==> src/rtl/dmem_uart_responder_pkg.sv <==
// Shared definitions for the DMEM-mapped UART transmitter: register offsets
// (addr[3:2]), STATUS bit positions, serializer state type and a STATUS
// word packing helper.
package dmem_uart_responder_pkg;

   localparam logic [1:0] TXDATA_OFF  = 2'd0;
   localparam logic [1:0] STATUS_OFF  = 2'd1;
   localparam logic [1:0] BAUDDIV_OFF = 2'd2;

   localparam int unsigned STAT_FULL    = 0;
   localparam int unsigned STAT_EMPTY   = 1;
   localparam int unsigned STAT_BUSY    = 2;
   localparam int unsigned STAT_OVF     = 3;
   localparam int unsigned STAT_CNT_LSB = 4;

   typedef enum logic [1:0] {
      TX_IDLE,
      TX_START,
      TX_DATA,
      TX_STOP
   } tx_state_e;

   function automatic logic [31:0] pack_status(input logic full, input logic empty,
                                               input logic busy, input logic ovf,
                                               input logic [4:0] count);
      logic [31:0] w;
      w                    = '0;
      w[STAT_FULL]         = full;
      w[STAT_EMPTY]        = empty;
      w[STAT_BUSY]         = busy;
      w[STAT_OVF]          = ovf;
      w[STAT_CNT_LSB +: 5] = count;
      return w;
   endfunction

endpackage

==> src/rtl/dmem_uart_responder_if.sv <==
// DMEM Port B bus as seen by the UART responder.
//   addr  : byte address, driven every cycle
//   we    : byte-lane write enables (0 = no write)
//   wdata : lane-aligned store data
//   rdata : registered load data, valid one cycle after addr
//   sel_q : registered window hit, steers the external load-data mux
interface dmem_uart_responder_if;
   logic [31:0] addr;
   logic [3:0]  we;
   logic [31:0] wdata;
   logic [31:0] rdata;
   logic        sel_q;

   modport master (output addr, output we, output wdata, input rdata, input sel_q);
   modport slave  (input addr, input we, input wdata, output rdata, output sel_q);
endinterface

==> src/rtl/dmem_uart_responder_tx_fifo.sv <==
// TX byte FIFO: circular buffer with naturally wrapping pointers.
//   push/push_data : write one byte (caller guarantees space or a same-cycle pop)
//   pop/pop_data   : pop_data shows the head entry; pop advances it
//   full/empty/count : occupancy, count is clog2(DEPTH)+1 bits
module tx_fifo #(
   parameter int unsigned DEPTH = 8
) (
   input  logic                     clk,
   input  logic                     rst_n,
   input  logic                     push,
   input  logic [7:0]               push_data,
   input  logic                     pop,
   output logic [7:0]               pop_data,
   output logic                     full,
   output logic                     empty,
   output logic [$clog2(DEPTH):0]   count
);
   localparam int unsigned PW = $clog2(DEPTH);

   logic [7:0]    mem_q [DEPTH];
   logic [PW-1:0] wptr_q, wptr_d;
   logic [PW-1:0] rptr_q, rptr_d;
   logic [PW:0]   count_q, count_d;

   always_comb begin
      wptr_d  = wptr_q;
      rptr_d  = rptr_q;
      count_d = count_q;
      if (push) wptr_d = wptr_q + PW'(1);
      if (pop)  rptr_d = rptr_q + PW'(1);
      case ({push, pop})
         2'b10:   count_d = count_q + (PW+1)'(1);
         2'b01:   count_d = count_q - (PW+1)'(1);
         default: count_d = count_q;
      endcase
   end

   always_ff @(posedge clk or negedge rst_n) begin
      if (!rst_n) begin
         wptr_q  <= '0;
         rptr_q  <= '0;
         count_q <= '0;
      end else begin
         wptr_q  <= wptr_d;
         rptr_q  <= rptr_d;
         count_q <= count_d;
      end
   end

   always_ff @(posedge clk) begin
      if (push) mem_q[wptr_q] <= push_data;
   end

   assign pop_data = mem_q[rptr_q];
   assign full     = (count_q == (PW+1)'(DEPTH));
   assign empty    = (count_q == '0);
   assign count    = count_q;
endmodule

==> src/rtl/dmem_uart_responder.sv <==
// Memory-mapped 8N1 UART transmitter on DMEM Port B, BRAM-compatible timing.
//   clk, rst_n : clock, asynchronous active-low reset
//   bus        : DMEM slave port (addr/we/wdata in, rdata/sel_q registered out)
//   tx         : serial output, idle high
// Registers (addr[3:2]): 0 TXDATA (W), 1 STATUS (R, ovf clear on write),
// 2 BAUDDIV (R/W, clocks per bit minus 1), 3 reserved.
module dmem_uart_responder
   import dmem_uart_responder_pkg::*;
#(
   parameter logic [31:0] BASE_ADDR    = 32'h0001_0000,
   parameter int unsigned FIFO_DEPTH   = 8,
   parameter logic [15:0] BAUD_DIV_RST = 16'd867
) (
   input  logic                        clk,
   input  logic                        rst_n,
   dmem_uart_responder_if.slave        bus,
   output logic                        tx
);
   localparam int unsigned CW = $clog2(FIFO_DEPTH) + 1;

   logic           hit;
   logic [1:0]     off;
   logic           push_req, push_ok;
   logic           fifo_pop, fifo_full, fifo_empty;
   logic [7:0]     fifo_rdata;
   logic [CW-1:0]  fifo_count;
   logic           bit_end, start_frame, busy;

   tx_state_e      state_q, state_d;
   logic [15:0]    baud_cnt_q, baud_cnt_d;
   logic [15:0]    div_q, div_d;
   logic [15:0]    bauddiv_q, bauddiv_d;
   logic [2:0]     bit_idx_q, bit_idx_d;
   logic [7:0]     shift_q, shift_d;
   logic           tx_q, tx_d;
   logic           ovf_q, ovf_d;
   logic           sel_q, sel_d;
   logic [31:0]    rdata_q, rdata_d;

   logic           unused_bits;
   assign unused_bits = ^{bus.addr[1:0], bus.we[3:2], bus.wdata[31:16]};

   assign hit      = (bus.addr[31:4] == BASE_ADDR[31:4]);
   assign off      = bus.addr[3:2];
   assign push_req = hit && bus.we[0] && (off == TXDATA_OFF);
   // A full FIFO still accepts a byte when the serializer pops in the same cycle.
   assign push_ok  = push_req && (!fifo_full || fifo_pop);
   assign bit_end  = (baud_cnt_q == div_q);
   assign busy     = (state_q != TX_IDLE);

   tx_fifo #(.DEPTH(FIFO_DEPTH)) u_fifo (
      .clk       (clk),
      .rst_n     (rst_n),
      .push      (push_ok),
      .push_data (bus.wdata[7:0]),
      .pop       (fifo_pop),
      .pop_data  (fifo_rdata),
      .full      (fifo_full),
      .empty     (fifo_empty),
      .count     (fifo_count)
   );

   // Serializer. STOP chains straight into START when more data is queued,
   // so back-to-back frames have no idle gap.
   always_comb begin
      state_d     = state_q;
      baud_cnt_d  = baud_cnt_q;
      bit_idx_d   = bit_idx_q;
      shift_d     = shift_q;
      div_d       = div_q;
      fifo_pop    = 1'b0;
      start_frame = 1'b0;
      case (state_q)
         TX_IDLE: start_frame = !fifo_empty;
         TX_START: begin
            if (bit_end) begin
               baud_cnt_d = '0;
               state_d    = TX_DATA;
            end else baud_cnt_d = baud_cnt_q + 16'd1;
         end
         TX_DATA: begin
            if (bit_end) begin
               baud_cnt_d = '0;
               shift_d    = {1'b0, shift_q[7:1]};
               if (bit_idx_q == 3'd7) state_d = TX_STOP;
               else                   bit_idx_d = bit_idx_q + 3'd1;
            end else baud_cnt_d = baud_cnt_q + 16'd1;
         end
         TX_STOP: begin
            if (bit_end) begin
               baud_cnt_d = '0;
               if (!fifo_empty) start_frame = 1'b1;
               else             state_d     = TX_IDLE;
            end else baud_cnt_d = baud_cnt_q + 16'd1;
         end
         default: state_d = TX_IDLE;
      endcase
      // BAUDDIV is sampled only here, so mid-frame writes apply to the next frame.
      if (start_frame) begin
         fifo_pop   = 1'b1;
         shift_d    = fifo_rdata;
         div_d      = bauddiv_q;
         baud_cnt_d = '0;
         bit_idx_d  = '0;
         state_d    = TX_START;
      end
      // tx is registered from the next state so it changes on the state edge.
      case (state_d)
         TX_START: tx_d = 1'b0;
         TX_DATA:  tx_d = shift_d[0];
         default:  tx_d = 1'b1;
      endcase
   end

   // Register file and BRAM-style registered read port.
   always_comb begin
      bauddiv_d = bauddiv_q;
      ovf_d     = ovf_q;
      if (push_req && !push_ok) ovf_d = 1'b1;
      if (hit && (off == STATUS_OFF) && bus.we[0] && bus.wdata[STAT_OVF]) ovf_d = 1'b0;
      if (hit && (off == BAUDDIV_OFF)) begin
         if (bus.we[0]) bauddiv_d[7:0]  = bus.wdata[7:0];
         if (bus.we[1]) bauddiv_d[15:8] = bus.wdata[15:8];
      end
      sel_d   = hit;
      rdata_d = '0;
      if (hit) begin
         case (off)
            STATUS_OFF:  rdata_d = pack_status(fifo_full, fifo_empty, busy, ovf_q, 5'(fifo_count));
            BAUDDIV_OFF: rdata_d = {16'h0000, bauddiv_q};
            default:     rdata_d = '0;
         endcase
      end
   end

   always_ff @(posedge clk or negedge rst_n) begin
      if (!rst_n) begin
         state_q    <= TX_IDLE;
         baud_cnt_q <= '0;
         div_q      <= '0;
         bauddiv_q  <= BAUD_DIV_RST;
         bit_idx_q  <= '0;
         shift_q    <= '0;
         tx_q       <= 1'b1;
         ovf_q      <= 1'b0;
         sel_q      <= 1'b0;
         rdata_q    <= '0;
      end else begin
         state_q    <= state_d;
         baud_cnt_q <= baud_cnt_d;
         div_q      <= div_d;
         bauddiv_q  <= bauddiv_d;
         bit_idx_q  <= bit_idx_d;
         shift_q    <= shift_d;
         tx_q       <= tx_d;
         ovf_q      <= ovf_d;
         sel_q      <= sel_d;
         rdata_q    <= rdata_d;
      end
   end

   assign bus.rdata = rdata_q;
   assign bus.sel_q = sel_q;
   assign tx        = tx_q;
endmodule

==> src/flat_wrapper.sv <==
// flat-port wrapper written by rule: the top's interface ports become plain ports
module dmem_uart_responder_flat import dmem_uart_responder_pkg::*;
#(
   parameter logic [31:0] BASE_ADDR    = 32'h0001_0000,
   parameter int unsigned FIFO_DEPTH   = 8,
   parameter logic [15:0] BAUD_DIV_RST = 16'd867
)
  (clk, rst_n, tx, bus_addr, bus_we, bus_wdata, bus_rdata, bus_sel_q);
  dmem_uart_responder_if bus_i ();
  input  logic clk;
  input  logic rst_n;
  output logic tx;
  input wire logic [$bits(bus_i.addr)-1:0] bus_addr;
  input wire logic [$bits(bus_i.we)-1:0] bus_we;
  input wire logic [$bits(bus_i.wdata)-1:0] bus_wdata;
  output wire logic [$bits(bus_i.rdata)-1:0] bus_rdata;
  output wire logic [$bits(bus_i.sel_q)-1:0] bus_sel_q;
  assign bus_i.addr = bus_addr;
  assign bus_i.we = bus_we;
  assign bus_i.wdata = bus_wdata;
  assign bus_rdata = bus_i.rdata;
  assign bus_sel_q = bus_i.sel_q;
  dmem_uart_responder #(.BASE_ADDR(BASE_ADDR), .FIFO_DEPTH(FIFO_DEPTH), .BAUD_DIV_RST(BAUD_DIV_RST)) u_core (.clk(clk), .rst_n(rst_n), .bus(bus_i), .tx(tx));
endmodule
==> config.mk <==
export PLATFORM = sky130hd
export DESIGN_NAME = dmem_uart_responder_flat
export DESIGN_NICKNAME = d
export VERILOG_FILES = /design/src/rtl/dmem_uart_responder_pkg.sv /design/src/rtl/dmem_uart_responder_if.sv /design/src/rtl/dmem_uart_responder_tx_fifo.sv /design/src/rtl/dmem_uart_responder.sv /design/src/flat_wrapper.sv
export SDC_FILE = /design/constraint.sdc
export NUM_CORES = 1
export LEC_CHECK = 0
export CAP_MARGIN = 10
export CORE_MARGIN = 4
export CORE_UTILIZATION = 50
export CTS_BUF_LIST = sky130_fd_sc_hd__clkbuf_8
export CTS_CLUSTER_SIZE = 10
export DETAILED_ROUTE_END_ITERATION = 10
export HOLD_SLACK_MARGIN = 0.15
export PLACE_DENSITY_LB_ADDON = 0.2
export SETUP_SLACK_MARGIN = 0.1
export SLEW_MARGIN = 5
export SYNTH_ARGS = -nofsm -noshare
export SYNTH_HDL_FRONTEND = slang
export SYNTH_SLANG_ARGS = --single-unit
==> constraint.sdc <==
create_clock -name clk -period 2.65 [get_ports clk]
set_input_delay 0.6625 -clock clk [delete_from_list [all_inputs] [get_ports clk]]
set_output_delay 0.6625 -clock clk [all_outputs]
set_load 0.03 [all_outputs]
* After elaboration in Yosys (flattened, before gate mapping)
Memories as Yosys holds them, arrays and structs flattened.
Cells that the tools add are included.
** Storage, ports and cells
- Register bits :: 106
- Memory bits (writable) :: 64
- Input bits :: 70
- Output and inout bits :: 34
- Logic and storage cells :: 91
- Memories kept :: 1
** Memory list
- u_core.u_fifo.mem_q :: depth 8, bits a word 8, read ports 1, clocked after Yosys merged registers in 0, wr ports 1, line dmem_uart_responder_tx_fifo.sv:20 : logic [7:0] mem_q [DEPTH];
** Operators by class
- Add/sub/neg operators :: 6
- Equal/unequal tests :: 14
- Multiplexer cells :: 29
- Reductions and logical operators :: 26
** Operators with widths (number)
- 16-bit 2-to-1 mux :: 3
- 32-bit 2-to-1 mux :: 1
- 16-bit case mux with 2 select lines :: 1
- 28-bit by 13-bit == test with 1-bit output, second input constant :: 1
- 8-bit 2-to-1 mux :: 3
- 16-bit by 1-bit adder with 16-bit output, second input constant :: 1
- 16-bit == test :: 1
- 2-bit 2-to-1 mux :: 6
- 3-bit 2-to-1 mux :: 4
- 2-bit nonzero test :: 6
- 2-bit == test, second input constant :: 5
- 3-bit by 1-bit adder with 3-bit output, second input constant :: 3
- 2-bit by 1-bit == test with 1-bit output, second input constant :: 4
- 1-bit logical AND :: 8
- 4-bit case mux with 2 select lines :: 1
- 1-bit 2-to-1 mux :: 7
- 2-bit case mux with 3 select lines :: 1
- 2-bit AND reduction :: 3
- 4-bit by 1-bit adder with 4-bit output, second input constant :: 1
- 4-bit == test, second input constant :: 1
- 2-bit zero test :: 2
- 4-bit zero test :: 1
- 1-bit case mux with 2 select lines :: 2
- 4-bit by 1-bit subtractor with 4-bit output, second input constant :: 1
- other kinds (6) :: 8

* Depth between registers and ports, before layout
- Depth after elaboration :: 11
- Depth in mapped cells :: 13
- Gate-level depth less buffers :: 13

* Modules after synthesis
Synthesis repeated with hierarchy kept, for this count alone.
** Second synthesis, totals
- Cells, all modules :: 482
- Area, all modules :: 6944.2 um^2
** By module, submodules not included
- dmem_uart_responder :: instances 1, cells an instance 335, area an instance 3903.7 um^2, sequential area each 2010.7 um^2
- tx_fifo :: instances 1, cells an instance 147, area an instance 3040.4 um^2, sequential area each 2172.1 um^2

* Worst setup path after synthesis
Ideal clock, no wire load.
- Path kind :: reg2reg
- Start point :: register u_core.state_q[0]
- End point :: memory u_core.u_fifo.mem_q[2][0], enable pin
- Setup time :: 0.395 ns
- Arrival time :: 2.496 ns
- Required time :: 2.255 ns
- Slack :: -0.241 ns
- Cell stages (with the launch flop) :: 8
- Buffers on the path :: 1
- Period minus slack after synthesis :: 2.891 ns
- Path through :: dfrtp_1 inv_1 ha_1 nor3b_1 a21oi_1 a21o_1 clkbuf_1 nor4_1
** On the way
- Word-level cells in the longest chain between the ends :: 7
- Elaborated cells on any way between the ends :: 8
- Those cells by class :: eq/ne: 1; mux: 4; reduce/logical: 3
** RTL lines
- start, declared :: line dmem_uart_responder.sv:29 : tx_state_e state_q, state_d;
- start signal, assigned :: line dmem_uart_responder.sv:149 : state_q <= state_d;
- 2-bit == test / 2-bit zero test (equally long branches) :: line dmem_uart_responder.sv:73 : case (state_q)
- 1-bit case mux with 2 select lines (*) :: line dmem_uart_responder.sv:73
- 1-bit 2-to-1 mux (*) :: line dmem_uart_responder.sv:99 : if (start_frame) begin
- 1-bit logical OR (*) :: line dmem_uart_responder.sv:47 : assign push_ok = push_req && (!fifo_full || fifo_pop);
- 1-bit logical AND (*) :: line dmem_uart_responder.sv:47
- 1-bit 2-to-1 mux (*) :: line dmem_uart_responder_tx_fifo.sv:51 : if (push) mem_q[wptr_q] <= push_data;
- 1-bit 2-to-1 mux (not written as such) (*) :: line dmem_uart_responder_tx_fifo.sv:51
- end, declared :: line dmem_uart_responder_tx_fifo.sv:20
Every way passes the cells marked *; elsewhere a longest branch is shown, timed or not.

* Worst setup path in the final report
- Start point :: register u_core.baud_cnt_q[10]
- End point :: register u_core.u_fifo.count_q[3] (netlist: u_core.u_fifo.count[3])
** On the way
- Word-level cells in the longest chain between the ends :: 8
- Elaborated cells on any way between the ends :: 10
- Those cells by class :: eq/ne: 3; mux: 4; reduce/logical: 3
** RTL lines
- start, declared :: line dmem_uart_responder.sv:30 : logic [15:0] baud_cnt_q, baud_cnt_d;
- start signal, assigned :: line dmem_uart_responder.sv:150 : baud_cnt_q <= baud_cnt_d;
- 16-bit == test (*) :: line dmem_uart_responder.sv:48 : assign bit_end = (baud_cnt_q == div_q);
- 1-bit 2-to-1 mux (*) :: line dmem_uart_responder.sv:90 : if (bit_end) begin
- 1-bit case mux with 2 select lines (*) :: line dmem_uart_responder.sv:73
- 1-bit 2-to-1 mux (*) :: line dmem_uart_responder.sv:99
- 1-bit logical OR :: line dmem_uart_responder.sv:47
- 1-bit logical AND :: line dmem_uart_responder.sv:47
- 2-bit by 1-bit == test with 1-bit output / 2-bit == test (equally long branches) :: line dmem_uart_responder_tx_fifo.sv:31 : case ({push, pop})
- 4-bit case mux with 2 select lines / 2-bit nonzero test (equally long branches)
- end signal, assigned :: line dmem_uart_responder_tx_fifo.sv:46 : count_q <= count_d;
- end, declared :: line dmem_uart_responder_tx_fifo.sv:23 : logic [PW:0] count_q, count_d;
Marked as above.
A chain may end at the register's enable or synchronous reset.

==> flow_summary.toml <==
[layout]
finalNetCount = 729
n_antenna_cell = 0
layout-drive-gt1-share = 0.231
area_delta_synth_final_pct = 24.2

[route]
remaining_drc_errors = 0
drt_iter0_markers = 229
wl_per_cell_um = 17.1
via_per_inst = 5.49
antenna_left = 0
dr.pass1.iters = 5
routed_wl_um = 14200
num_vias = 4560

[worst_setup_path]
endpoint_kind = "register"
start_kind = "register"
crit_type = "reg -> reg"
r2r_slack_ns = 0.09
required_ns = 2.97
cp-endpoint = "u_core.u_fifo.count[3]$_DFFE_PN0P_"
r2r_end = "u_core.u_fifo.count[3]$_DFFE_PN0P_"
critPathLaunch = "u_core.baud_cnt_q[10]$_DFFE_PN0P_"
cp_slowest_cell = "dfrtp_1"
path_max_fanout = 4
crit_path_max_incr_delay_ns = 0.44
cp_cell_sequence = "xnor2_2, nand4_1, nor4_4, a21o_2, nand2_2, inv_2, ha_4, a21o_1, a21oi_4, nor2b_1, mux2i_1, o211ai_1"
r2r-start = "u_core.baud_cnt_q[10]$_DFFE_PN0P_"
crit_arrival_ns = 2.89
worstRegToRegCells = 12

[floorplan]
io_pins = 104
die_height_um = 126
initial_utilization = 0.516
die_area_mm2 = 0.0158
core_area_mm2 = 0.0134
die_w_um = 126
rows = 42

[run_status]
outcome = "complete, no violations"

[sta]
whs_ns = 0.254
skew_ns = 0.0126
setup-violations-final = 0
worst_slack_ns = 0.0885
hold_viol_final = 0
clock.fmax_mhz = 390
timing.final.max_slew_violations = 0
slew_headroom = 0.527
period_share = 0.967
min_period_ns = 2.56
rsz0062_at_grt = "yes"
tightestPinTransition_ns = 0.710

[clock_tree]
clock_latency_ns = 0.45
clk_path_buf_depth = 2
holdBufCountCts = 0
cts_tree = "done"
cts_buffers = 17
cts.sinks = 154
path_clk_slew_ns = 0.08
root_buffer = "clkbuf_8"
htreeDepth = 4

[synth]
synth_warnings = 0
syn_avg_cell_area_um2 = 12.9
seq_area_frac_synth = 0.605
syn-cell-area_mm2 = 0.00692
synth_largest_area_cell = "dfrtp_1"
synth_cell_types = 59
yosys-top-cells-area = "dfrtp_1 (30%), edfxtp_1 (28%), mux4_2 (5.2%)"
synth_most_common_cell = "dfrtp_1"
synth_edf_count = 64
synth_top_area_share = 0.300
ys_seq_elements = 154
synth_commonest_cells = "dfrtp_1 (83), nand2_1 (65), edfxtp_1 (64), a21oi_1 (29), xnor2_1 (22)"
synth-async-reset-ratio = 0.584
netlist_instances = 538
synthFlopType = "dfrtp_1"

[flow_run]
drv_cap = 0

[power]
p_leak_nw = 3.57
ir_drop_mv = 0.440
powerDensity_mw_per_mm2 = 604

[grt]
groute.usage.overall = 0.187
grt_pass1_wl_um = 23300
antenna_found_initial = 0
grt_pass1_vias = 4702
gr-total-overflow = 0
grt_max_degree = 54

[placement]
portBuffers = 67
hpwl_um = 9960
gp_routability_congestion = 0.831
preCtsSetupSlack_ns = -0.437

[hold_path]
hold_path_class = "in -> async"
## cell families (layout without fill, tap and decap cells)
group | Yosys count | count (layout) | share of synthesized area
muxes | 45 | 45 | 0.0973
adders and majority gates | 16 | 16 | 0.0300
other | 1 | 16 | 0.000542
DFF | 154 | 154 | 0.605
AOI/OAI and AO/OA | 78 | 78 | 0.0707
and+or+nand+nor | 166 | 166 | 0.126
buffers and inverters | 55 | 157 | 0.0411
xor gates and xnor gates | 23 | 23 | 0.0291
## timing repair
| action | CTS | global route |
|---|---|---|
| gates resized for setup | 7 | 19 |
| pin swaps | 13 | 10 |
| endpoints found under the setup margin | 27 | 74 |
| cloned | 0 | 0 |
| setup buffers | 1 | 3 |
## flip-flops by register name, indices dropped and copies added, names as in the netlist
register / cells
u_core.tx: 1
u_core.u_fifo.count: 4
u_core.u_fifo.rptr_q: 3
u_core.shift_q: 8
u_core.bit_idx_q: 3
u_core.bus.rdata: 16
u_core.div_q: 16
u_core.ovf_q: 1
u_core.bauddiv_q: 16
u_core.state_q: 2
u_core.u_fifo.mem_q: 64
u_core.baud_cnt_q: 16
u_core.bus.sel_q: 1
u_core.u_fifo.wptr_q: 3
## power by group
group          switching [mW]  internal (mW)
registers              0.0509           2.56
logic                   0.487          0.336
clock network           0.900          0.856
total                    1.44           3.75
## cell usage in the layout (no fill, tap or decap), drive strengths merged, types with 4 or more instances in the layout
master | netlist | final
a21o | 4 | 4
xnor2 | 22 | 22
mux4 | 16 | 16
o21ai | 15 | 15
a21oi | 29 | 29
clkdlybuf4s50 | 0 | 66
edfxtp | 64 | 64
nor2b | 8 | 8
nand4 | 7 | 7
nor4 | 13 | 13
and4 | 6 | 6
a22oi | 8 | 8
nor3 | 4 | 4
clkbuf | 14 | 17
mux2i | 11 | 11
and3 | 13 | 13
ha | 15 | 15
mux2 | 18 | 18
a211oi | 8 | 8
nand3 | 5 | 5
dfrtp | 83 | 83
buf | 27 | 46
dfstp | 7 | 7
nand2 | 65 | 65
inv | 14 | 23
or3 | 15 | 15
nor2 | 17 | 17
conb | 1 | 16
## through the flow
stage,area (um2),total power [mW],TNS (ns),std cells,utilization
3_5_place_dp,8020,3.44,-21.59,796,0.598
5_1_grt,8590,5.46,-0.0311,831,0.641
6_report,8590,5.19,0,831,0.641
3_3_place_gp,8020,3.41,-17.61,796,0.598
2_1_floorplan,7000,3.12,-1.46,553,-
4_1_cts,8450,5.19,0,828,0.631
## area by class of cell
type                       count  area (um2)
tap                          176         220
inverter                      14        52.6
clock buffer                  17         234
clock inverter                14         160
multi-input combinational    344        2670
fill                        1032        4810
timing repair buffer         112        1060
sequential                   154        4190
## worst max-delay path: cells and delay by family (launching register included)
| family | cells | cell delay [ns] |
|---|---|---|
| buffers and inverters | 1 | 0.08 |
| adders and majority gates | 1 | 0.19 |
| DFF | 1 | 0.44 |
| AOI/OAI and AO/OA | 4 | 0.70 |
| xor gates and xnor gates | 1 | 0.20 |
| muxes | 1 | 0.15 |
| and+or+nand+nor | 4 | 0.68 |
## metal layers
| layer | track usage | vias up | part of all wire |
|---|---|---|---|
| met2 | 0.312 | 136 | 0.50 |
| li1 | - | 2152 | - |
| met1 | 0.238 | 2245 | 0.42 |
| met4 | 0.0625 | 0 | 0.018 |
| met3 | 0.0490 | 27 | 0.057 |
| met5 | 0 | - | 0 |
## worst min path at each step
stage	from	end	slack [ns]
after floorplan	rst_n	u_core.baud_cnt_q[0]$_DFFE_PN0P_	0.37
after global placement	u_core.div_q[10]$_DFFE_PN0N_	u_core.div_q[10]$_DFFE_PN0N_	0.48
after detailed placement	u_core.div_q[2]$_DFFE_PN0N_	u_core.div_q[2]$_DFFE_PN0N_	0.48
after CTS	rst_n	u_core.state_q[1]$_DFF_PN0_	0.26
after global routing	rst_n	u_core.bit_idx_q[2]$_DFFE_PN0P_	0.28
final	rst_n	u_core.baud_cnt_q[1]$_DFFE_PN0P_	0.25
No activity file was read; power rests on OpenSTA's default activity.
